===== config.mk =====
export PLATFORM = sky130hd
export DESIGN_NAME = univ_shift_reg
export DESIGN_NICKNAME = d
export VERILOG_FILES = /design/src/rtl/univ_shift_reg.sv
export SDC_FILE = /design/constraint.sdc
export NUM_CORES = 1
export LEC_CHECK = 0
export CAP_MARGIN = 5
export CELL_PAD_IN_SITES_DETAIL_PLACEMENT = 1
export CELL_PAD_IN_SITES_GLOBAL_PLACEMENT = 1
export CORE_ASPECT_RATIO = 1.25
export CORE_MARGIN = 2
export CORE_UTILIZATION = 29
export DETAILED_ROUTE_END_ITERATION = 8
export PLACE_DENSITY_LB_ADDON = 0.1
export SETUP_SLACK_MARGIN = 0.5
export SLEW_MARGIN = 20
export SYNTH_ARGS = -nofsm -noshare
export SYNTH_HDL_FRONTEND = slang
export SYNTH_SLANG_ARGS = --single-unit

===== constraint.sdc =====
create_clock -name CLK -period 1.73 [get_ports CLK]
set_clock_uncertainty 0.05 [all_clocks]
set_input_delay 0.346 -clock CLK [delete_from_list [all_inputs] [get_ports CLK]]
set_output_delay 0.346 -clock CLK [all_outputs]
set_load 0.01 [all_outputs]

===== src/rtl/univ_shift_reg.sv =====
// rtl/univ_shift_reg.sv - universal shift register with rotate, parallel load and shift counter
//
// Purpose: WIDTH-bit register that can hold, shift right, shift left or parallel
// load. Shifts take serial input or rotate. A saturating counter tracks the
// number of shifts since the last load or reset.
//
// Ports:
//   CLK   - clock; all state changes on its rising edge
//   CLEAR - asynchronous active-high reset (Q <= RESET_VAL, CNT <= 0)
//   EN    - active-high clock enable
//   MODE  - 00 hold, 01 shift right, 10 shift left, 11 parallel load
//   ROT   - 1: shifts rotate; 0: shifts take SIR/SIL
//   SIR   - serial bit entering the MSB on a right shift
//   SIL   - serial bit entering the LSB on a left shift
//   D     - parallel load data
//   Q     - register contents
//   SOR   - Q[0]
//   SOL   - Q[WIDTH-1]
//   CNT   - shifts since last load/reset, saturating at WIDTH
//   DONE  - CNT == WIDTH
module univ_shift_reg #(
  parameter int               WIDTH     = 8,
  parameter logic [WIDTH-1:0] RESET_VAL = '0,
  localparam int              CW        = $clog2(WIDTH + 1)
) (
  input  logic             CLK,
  input  logic             CLEAR,
  input  logic             EN,
  input  logic [1:0]       MODE,
  input  logic             ROT,
  input  logic             SIR,
  input  logic             SIL,
  input  logic [WIDTH-1:0] D,
  output logic [WIDTH-1:0] Q,
  output logic             SOR,
  output logic             SOL,
  output logic [CW-1:0]    CNT,
  output logic             DONE
);

  localparam logic [CW-1:0] CNT_MAX = CW'(WIDTH);

  localparam logic [1:0] MODE_HOLD  = 2'b00;
  localparam logic [1:0] MODE_RIGHT = 2'b01;
  localparam logic [1:0] MODE_LEFT  = 2'b10;
  localparam logic [1:0] MODE_LOAD  = 2'b11;

  logic right_in;
  logic left_in;

  // Bit shifted in: the bit falling off the opposite end when rotating.
  assign right_in = ROT ? Q[0]       : SIR;
  assign left_in  = ROT ? Q[WIDTH-1] : SIL;

  always_ff @(posedge CLK or posedge CLEAR) begin
    if (CLEAR) begin
      Q   <= RESET_VAL;
      CNT <= '0;
    end else if (EN) begin
      case (MODE)
        MODE_RIGHT: begin
          Q <= {right_in, Q[WIDTH-1:1]};
          if (CNT != CNT_MAX) CNT <= CNT + CW'(1);
        end
        MODE_LEFT: begin
          Q <= {Q[WIDTH-2:0], left_in};
          if (CNT != CNT_MAX) CNT <= CNT + CW'(1);
        end
        MODE_LOAD: begin
          Q   <= D;
          CNT <= '0;
        end
        MODE_HOLD: begin
          Q   <= Q;
          CNT <= CNT;
        end
        default: begin
          Q   <= Q;
          CNT <= CNT;
        end
      endcase
    end
  end

  assign SOR  = Q[0];
  assign SOL  = Q[WIDTH-1];
  assign DONE = (CNT == CNT_MAX);

endmodule


-- Word level (Yosys, flattened, before mapping)
Index checks and enable logic that the tools add are counted.
W data, S select, Z words.
- output and inout port bits: 15
- register bits: 12
- word-level logic and storage cells: 19
- bits of input ports: 16
- multiplexer cells: 5
- bitwise gates (word level): 1
- reduce and logical (&&, ||, !) cells: 4
- equal/unequal tests: 6
- $add $sub $neg: 1
- operators by type and width (kind ; count):
    $pmux W8 S3 ; 1
    $pmux W4 S2 ; 1
    $add A4 B1 Y4 const B ; 1
    $eq A2 B2 Y1 const B ; 2
    $eq A4 B4 Y1 const B ; 1
    $mux W4 ; 1
    $ne A4 B4 Y1 const B ; 1
    $reduce_and A3 Y1 ; 1
    $eq A2 B1 Y1 const B ; 1
    $logic_not A2 Y1 ; 1
    $mux W1 ; 2
    $ne A2 B1 Y1 const B ; 1
    $reduce_and A2 Y1 ; 1
    $reduce_or A2 Y1 ; 1
    $not A1 Y1 ; 1

-- Depth between registers and ports, before layout
Gate-level depths: netlist of the first run.
- depth in word-level cells: 4
- depth in mapped cells: 6
- depth with buffers taken out: 5

-- Worst setup path before layout of the first run
Ideal clock, no wire load.
- path type: register to register
- from: register CNT[0]
- to: register CNT[3]
- path buffers: 0
- data arrival time: 1441 ps
- required time: 1554 ps
- stages on the path, launching flop included: 6
- setup time: 126 ps
- setup slack: 113 ps
- clock period less this slack: 1617 ps
- path through: dfrtp_1 -> inv_1 -> ha_1 -> and3b_1 -> a21o_1 -> a221o_1
- word-level cells in the longest chain between the ends: 3
- elaborated cells on any way between the ends: 6
- those cells by class: add/sub (1); eq/ne (2); mux (2); reduce/logical (1)
- RTL lines (item ; RTL line ; RTL):
    start: declaration ; 37 ; output logic [CW-1:0] CNT,
    start signal: assignment ; 63 ; if (CNT != CNT_MAX) CNT <= CNT + CW'(1);
    start signal: assignment ; 67 ; if (CNT != CNT_MAX) CNT <= CNT + CW'(1);
    $add A4 B1 Y4 / $ne A4 B4 Y1 (equally long branches) ; 63, 67 ;
    $mux W4 / $ne A2 B1 Y1 (equally long branches) ; - ;
    $pmux W4 S2 / $reduce_and A3 Y1 (equally long branches) ; - ;
Parallel ways exist; a longest one is shown, timed or not. The select of a mux whose other input is x is not followed.
A chain may end at the register's enable or synchronous reset.

-- Final worst setup path of the first run
- from: register CNT[0]
- to: output port DONE
- word-level cells in the longest chain between the ends: 1
- RTL lines (item ; RTL line ; RTL):
    $eq A4 B4 Y1 ; 87 ; assign DONE = (CNT == CNT_MAX);
    end: declaration ; 38 ; output logic DONE
Every way passes these cells.

==> results of run 1 <==
cells by family after synthesis:
family,after synthesis,synth area share (%)
adders and majority gates,5,8.73
muxes,4,6.11
DFF,12,41.9
and+or+nand+nor,26,16.4
buffers and inverters,11,7.15
AOI/OAI and AO/OA,20,19.7
worst max-delay path, cell delays in order, from the launching register on:
cell and delay (ns):
dfrtp_2 0.43, inv_2 0.07, ha_4 0.11, and3b_2 0.21
buf_6 0.11
area by class of cell:
class                           count  area (sq um)
Multi-Input combinational cell     55           494
Tap cell                           33          41.3
Sequential cell                    12           302
Clock buffer                        4          26.3
Timing Repair Buffer               65           601
Fill cell                         283           911
Inverter                            6          27.5
stage by stage:
| step | power (mW) | hold slack, ns | setup TNS (ns) |
|---|---|---|---|
| 2_1_floorplan | 0.715 | 0.161 | 0 |
| 3_3_place_gp | 1.09 | 0.497 | -1.92 |
| 3_5_place_dp | 1.10 | 0.508 | -2.49 |
| 4_1_cts | 1.48 | 0.349 | 0 |
| 5_1_grt | 1.68 | 0.386 | 0 |
| 6_report | 1.57 | 0.331 | 0 |
power breakdown:
| part | switching [mW] | internal [mW] | leakage (nW) |
|---|---|---|---|
| sequential | 0.0565 | 0.359 | 0.134 |
| combinational | 0.399 | 0.558 | 0.526 |
| clock | 0.110 | 0.0896 | 0.0150 |
| total | 0.565 | 1.01 | 0.676 |
layout by cell type (no fill, tap or decap), drive strengths merged, types with 3 or more instances in the layout:
master	count
ha	5
buf	52
inv	6
clkbuf	4
nand2	8
a22oi	6
mux2	3
nor2	11
dfrtp	12
a31oi	6
clkdlybuf4s50	12
flip-flops by register name (all words and copies together) (netlist names):
register	flops
Q	8
CNT	4
worst paths after layout:
check / to / from / slack [ns]
worst max-delay path: DONE / CNT[0] / 0.12
worst min-delay path: CNT[3] / CLEAR / 0.33
worst max register to register: CNT[0] / CNT[0] / 0.21
worst min register to register: CNT[1] / CNT[1] / 0.54
max in group asynchronous: CNT[0] / CLEAR / 0.93
min in group CLK: CNT[1] / CNT[1] / 0.54
metal layers:
metal	share of wire (%)	vias to the layer above
met2	58	24
met4	2.0	0
met1	36	418
met3	4.4	6
li1	-	401
met5	0	-
what timing repair did:
action	in CTS	in global routing
hold buffers	0	0
pin swaps	11	11
setup buffers	13	7
gates resized for setup	95	17
setup endpoints to repair	27	26
==> flow_metrics.tcl, run 1 <==
set metrics [dict create \
    drive_gt1_share_pct 56.3 \
    fin_crit_sh_pct 93.0 \
    synth-edff-count 0 \
    n_antenna_cell 0 \
    grt.busiest_layer "met2" \
    cap_violations 0 \
    fmax_mhz 622 \
    synth_cell_types 24 \
    worst_ep_required_time_ns 1.33 \
    critPathKind "reg2out" \
    worstSkewPairLatency_ns 0.29 \
    met3_usage_pct 4.29 \
    synth_top_area_cell "dfrtp_1" \
    fp.dieArea_sq_um 2890 \
    reg2reg_depth 5 \
    synthTopCellsByArea "dfrtp_1, ha_1, a22oi_1" \
    num_rows 20 \
    place_hpwl_um 1740 \
    relSlewSlack_pct 65.6 \
    nets 164 \
    synth-async-reset-ratio_pct 100 \
    critPathLaunchType "flip-flop" \
    drt-vias-per-instance 4.85 \
    start_util_pct 29.8 \
    synthTopCellsByCount "dfrtp_1, nor2_1, nand2_1" \
    ys_seq_area_share_pct 41.9 \
    layout_setup_ws_ns 0.121 \
    tritoncts "built" \
    overflow 0 \
    synthToLayoutAreaGrowth_pct 108 \
    synth_ff_type "dfrtp_1" \
    yosysMostFrequentCell "dfrtp_1" \
    grt_pass1_vias 971 \
    period_minus_slack_ns 1.61 \
    place_worst_setup_slack_ns -0.289 \
    end_kind "output pin" \
    grt_max_degree 15 \
    antenna_found_initial 0 \
    track_usage_pct 21.7 \
    ant_nets 0 \
    routedWlPerCell_um 16.8 \
    rsz0062_at_grt "true" \
    die_w_um 48.5 \
    instances_no_fill 175 \
    hold_path_class "in2async" \
    drc 0 \
    ios 31 \
    yosysWarnings 0 \
    clock-sinks 12 \
    ys_ff_latch 12 \
    ir_drop_mv 0.825 \
    drt-initial-drc-count 18 \
    path_clk_slew_ns 0.09 \
    utilization_pct 62.1 \
    core_sq_um 2400 \
    grtUsageMet2_pct 43.1 \
    syn_avg_cell_area_sq_um 9.19 \
    syn-cell-area_sq_um 717 \
    num_vias 849 \
    grt_pass1_wl_um 4690 \
    tightest_slew_ns 0.515 \
    setup_viol 0 \
    wirelength_um 2940 \
    synth_fp_nets 99 \
    cts_buffers 3 \
    clockBufferDepth 2 \
    leakage_nw 0.676 \
    final_area_sq_um 1490 \
    dpl_cell_area_sq_um 1200 \
    synth_top_area_share_pct 41.9 \
    hold_viol 0 \
    worstPathMaxFanout 2 \
    cts_root_buf "clkbuf_4" \
    report.final.slew_viol_count 0 \
    die_h_um 59.6 \
    met1_usage_pct 22.1 \
    dp.cells 151 \
    netlist_instances 78 \
    gp_congestion 0.780 \
    power_density_nw_per_um2 1050 \
    numPortBuffers 30 \
    outcome "finished, final reports clean" \
    dr.pass1.iters 4 \
    htree_num_levels 1 \
    arrival_ns 1.21 \
]
Power figures use the tool's default switching activity.
==> inputs of run 2 (changes only) <==
==> constraint.sdc (replaced) <==
create_clock -name CLK -period 1.73 [get_ports CLK]
set_clock_uncertainty 0.05 [all_clocks]
set_input_delay 0.2595 -clock CLK [delete_from_list [all_inputs] [get_ports CLK]]
set_output_delay 0.2595 -clock CLK [all_outputs]
set_load 0.01 [all_outputs]
==> flow_metrics.tcl, run 2 (same netlist as run 1, synthesis figures left out) <==
set metrics [dict create \
    cts_buffers 3 \
    setup_viol 0 \
    outcome "finished, final reports clean" \
    end_kind "flip-flop" \
    ios 31 \
    grt_max_degree 15 \
    hold_path_class "in2async" \
    tritoncts "built" \
    hold_viol 0 \
    drive_gt1_share_pct 54.5 \
    final_common_cell "buf_4" \
    drc 0 \
    ir_drop_mv 0.611 \
    drt-vias-per-instance 4.85 \
    report.final.slew_viol_count 0 \
    fmax_mhz 657 \
    start_util_pct 29.8 \
    instances_no_fill 176 \
    dp.cells 151 \
    num_rows 20 \
    routedWlPerCell_um 16.6 \
    reg_top3 "Q: 8 flops, CNT: 4 flops" \
    leakage_nw 0.675 \
    grt_pass1_vias 931 \
    layout_setup_ws_ns 0.208 \
    arrival_ns 1.64 \
    antenna_found_initial 0 \
    gp_congestion 0.744 \
    htree_num_levels 1 \
    critPathKind "reg2reg" \
    critPathLaunchType "flip-flop" \
    dr.pass1.iters 3 \
    cap_violations 0 \
    cts_root_buf "clkbuf_4" \
    drt-initial-drc-count 13 \
    clock-sinks 12 \
    rsz0062_at_grt "true" \
    core_sq_um 2400 \
    worstPathMaxFanout 4 \
    largest_reg_flops 8 \
    die_h_um 59.6 \
    total_power_mw 1.58 \
    tightest_slew_ns 0.507 \
    nets 165 \
    place_worst_setup_slack_ns -0.236 \
    synthToLayoutAreaGrowth_pct 98.8 \
    ant_nets 0 \
    num_vias 853 \
    clockBufferDepth 2 \
    track_usage_pct 21.2 \
    fp.dieArea_sq_um 2890 \
    grt_pass1_wl_um 4570 \
    wirelength_um 2910 \
    relSlewSlack_pct 66.2 \
    numPortBuffers 30 \
    largest-register "Q" \
    overflow 0 \
    cts_hold_buf 0 \
    place_hpwl_um 1740 \
    period_minus_slack_ns 1.52 \
    n_antenna_cell 0 \
    worst_ep_required_time_ns 1.85 \
    power_density_nw_per_um2 1110 \
    fill_cells 296 \
    die_w_um 48.5 \
    path_clk_slew_ns 0.09 \
    final_cell_mix "buf_4, buf_6, clkdlybuf4s50_1" \
    fin_crit_sh_pct 88.0 \
    worstSkewPairLatency_ns 0.28 \
]
[run 2: cell types whose count changed in the layout (fill, tap and decap cells not counted), moves of 2 or more]
cell / before / now
inv_4: 2 / 0
a22oi_2: 2 / 0
buf_2: 9 / 5
buf_4: 21 / 26
mux2_4: 1 / 3
buf_12: 2 / 0
buf_6: 19 / 14
clkbuf_2: 0 / 8
a22oi_1: 4 / 6
mux2_2: 2 / 0
[run 2: worst paths after layout]
check,startpoint,end,slack (ns),cells past startpoint
worst max-delay path,CNT[3],CNT[3],0.21,4
worst min-delay path,CLEAR,CNT[1],0.26,2
worst max register to register,CNT[3],CNT[3],0.21,4
worst min register to register,CNT[2],CNT[2],0.56,2
max in group asynchronous,CLEAR,CNT[0],1.01,2
min in group CLK,MODE[0],CNT[2],0.50,4
[run 2: power by group]
part | total (mW) | internal [mW] | switching [mW]
clock | 0.237 | 0.128 | 0.109
sequential | 0.416 | 0.359 | 0.0569
combinational | 0.928 | 0.533 | 0.395
[run 2: what timing repair did]
| item | in CTS | in global routing |
|---|---|---|
| endpoints found under the setup margin | 27 | 24 |
| setup buffers | 17 | 4 |
| hold endpoints to repair | 0 | 0 |
| gates resized for setup | 73 | 25 |
| pin swaps | 5 | 4 |
[run 2: layout make-up]
type                       instances  area (sq um)  area share, %
clock buffer                       4          36.3           2.55
multi-input combinational         55           477           33.5
tap                               33          41.3           2.90
timing repair buffer              66           547           38.4
inverter                           6          22.5           1.58
sequential                        12           302           21.2
[run 2: metal layers]
metal  up-vias  routed length, um  GRT usage, %
li1        405                  -             -
met2        22               1660          41.3
met1       422               1100          22.1
met5         -                  0             0
met4         0                 43          11.0
met3         4                104          3.54
[run 2: metrics by stage]
step	hold slack [ns]	util [%]	instance area, sq um	setup TNS (ns)
after CTS	0.271	56.8	1360	0
after global placement	0.496	47.9	1150	-1.57
after floorplan	0.0741	-	726	0
after global routing	0.295	59.3	1430	0
final	0.257	59.3	1430	0
after detailed placement	0.489	47.9	1150	-1.98
[run 2: worst max-delay path, stage by stage, from the launching register on]
cell     delay, ns
dfrtp_1       0.42
buf_6         0.14
and3b_2       0.23
a21o_4        0.23
a221o_1       0.34
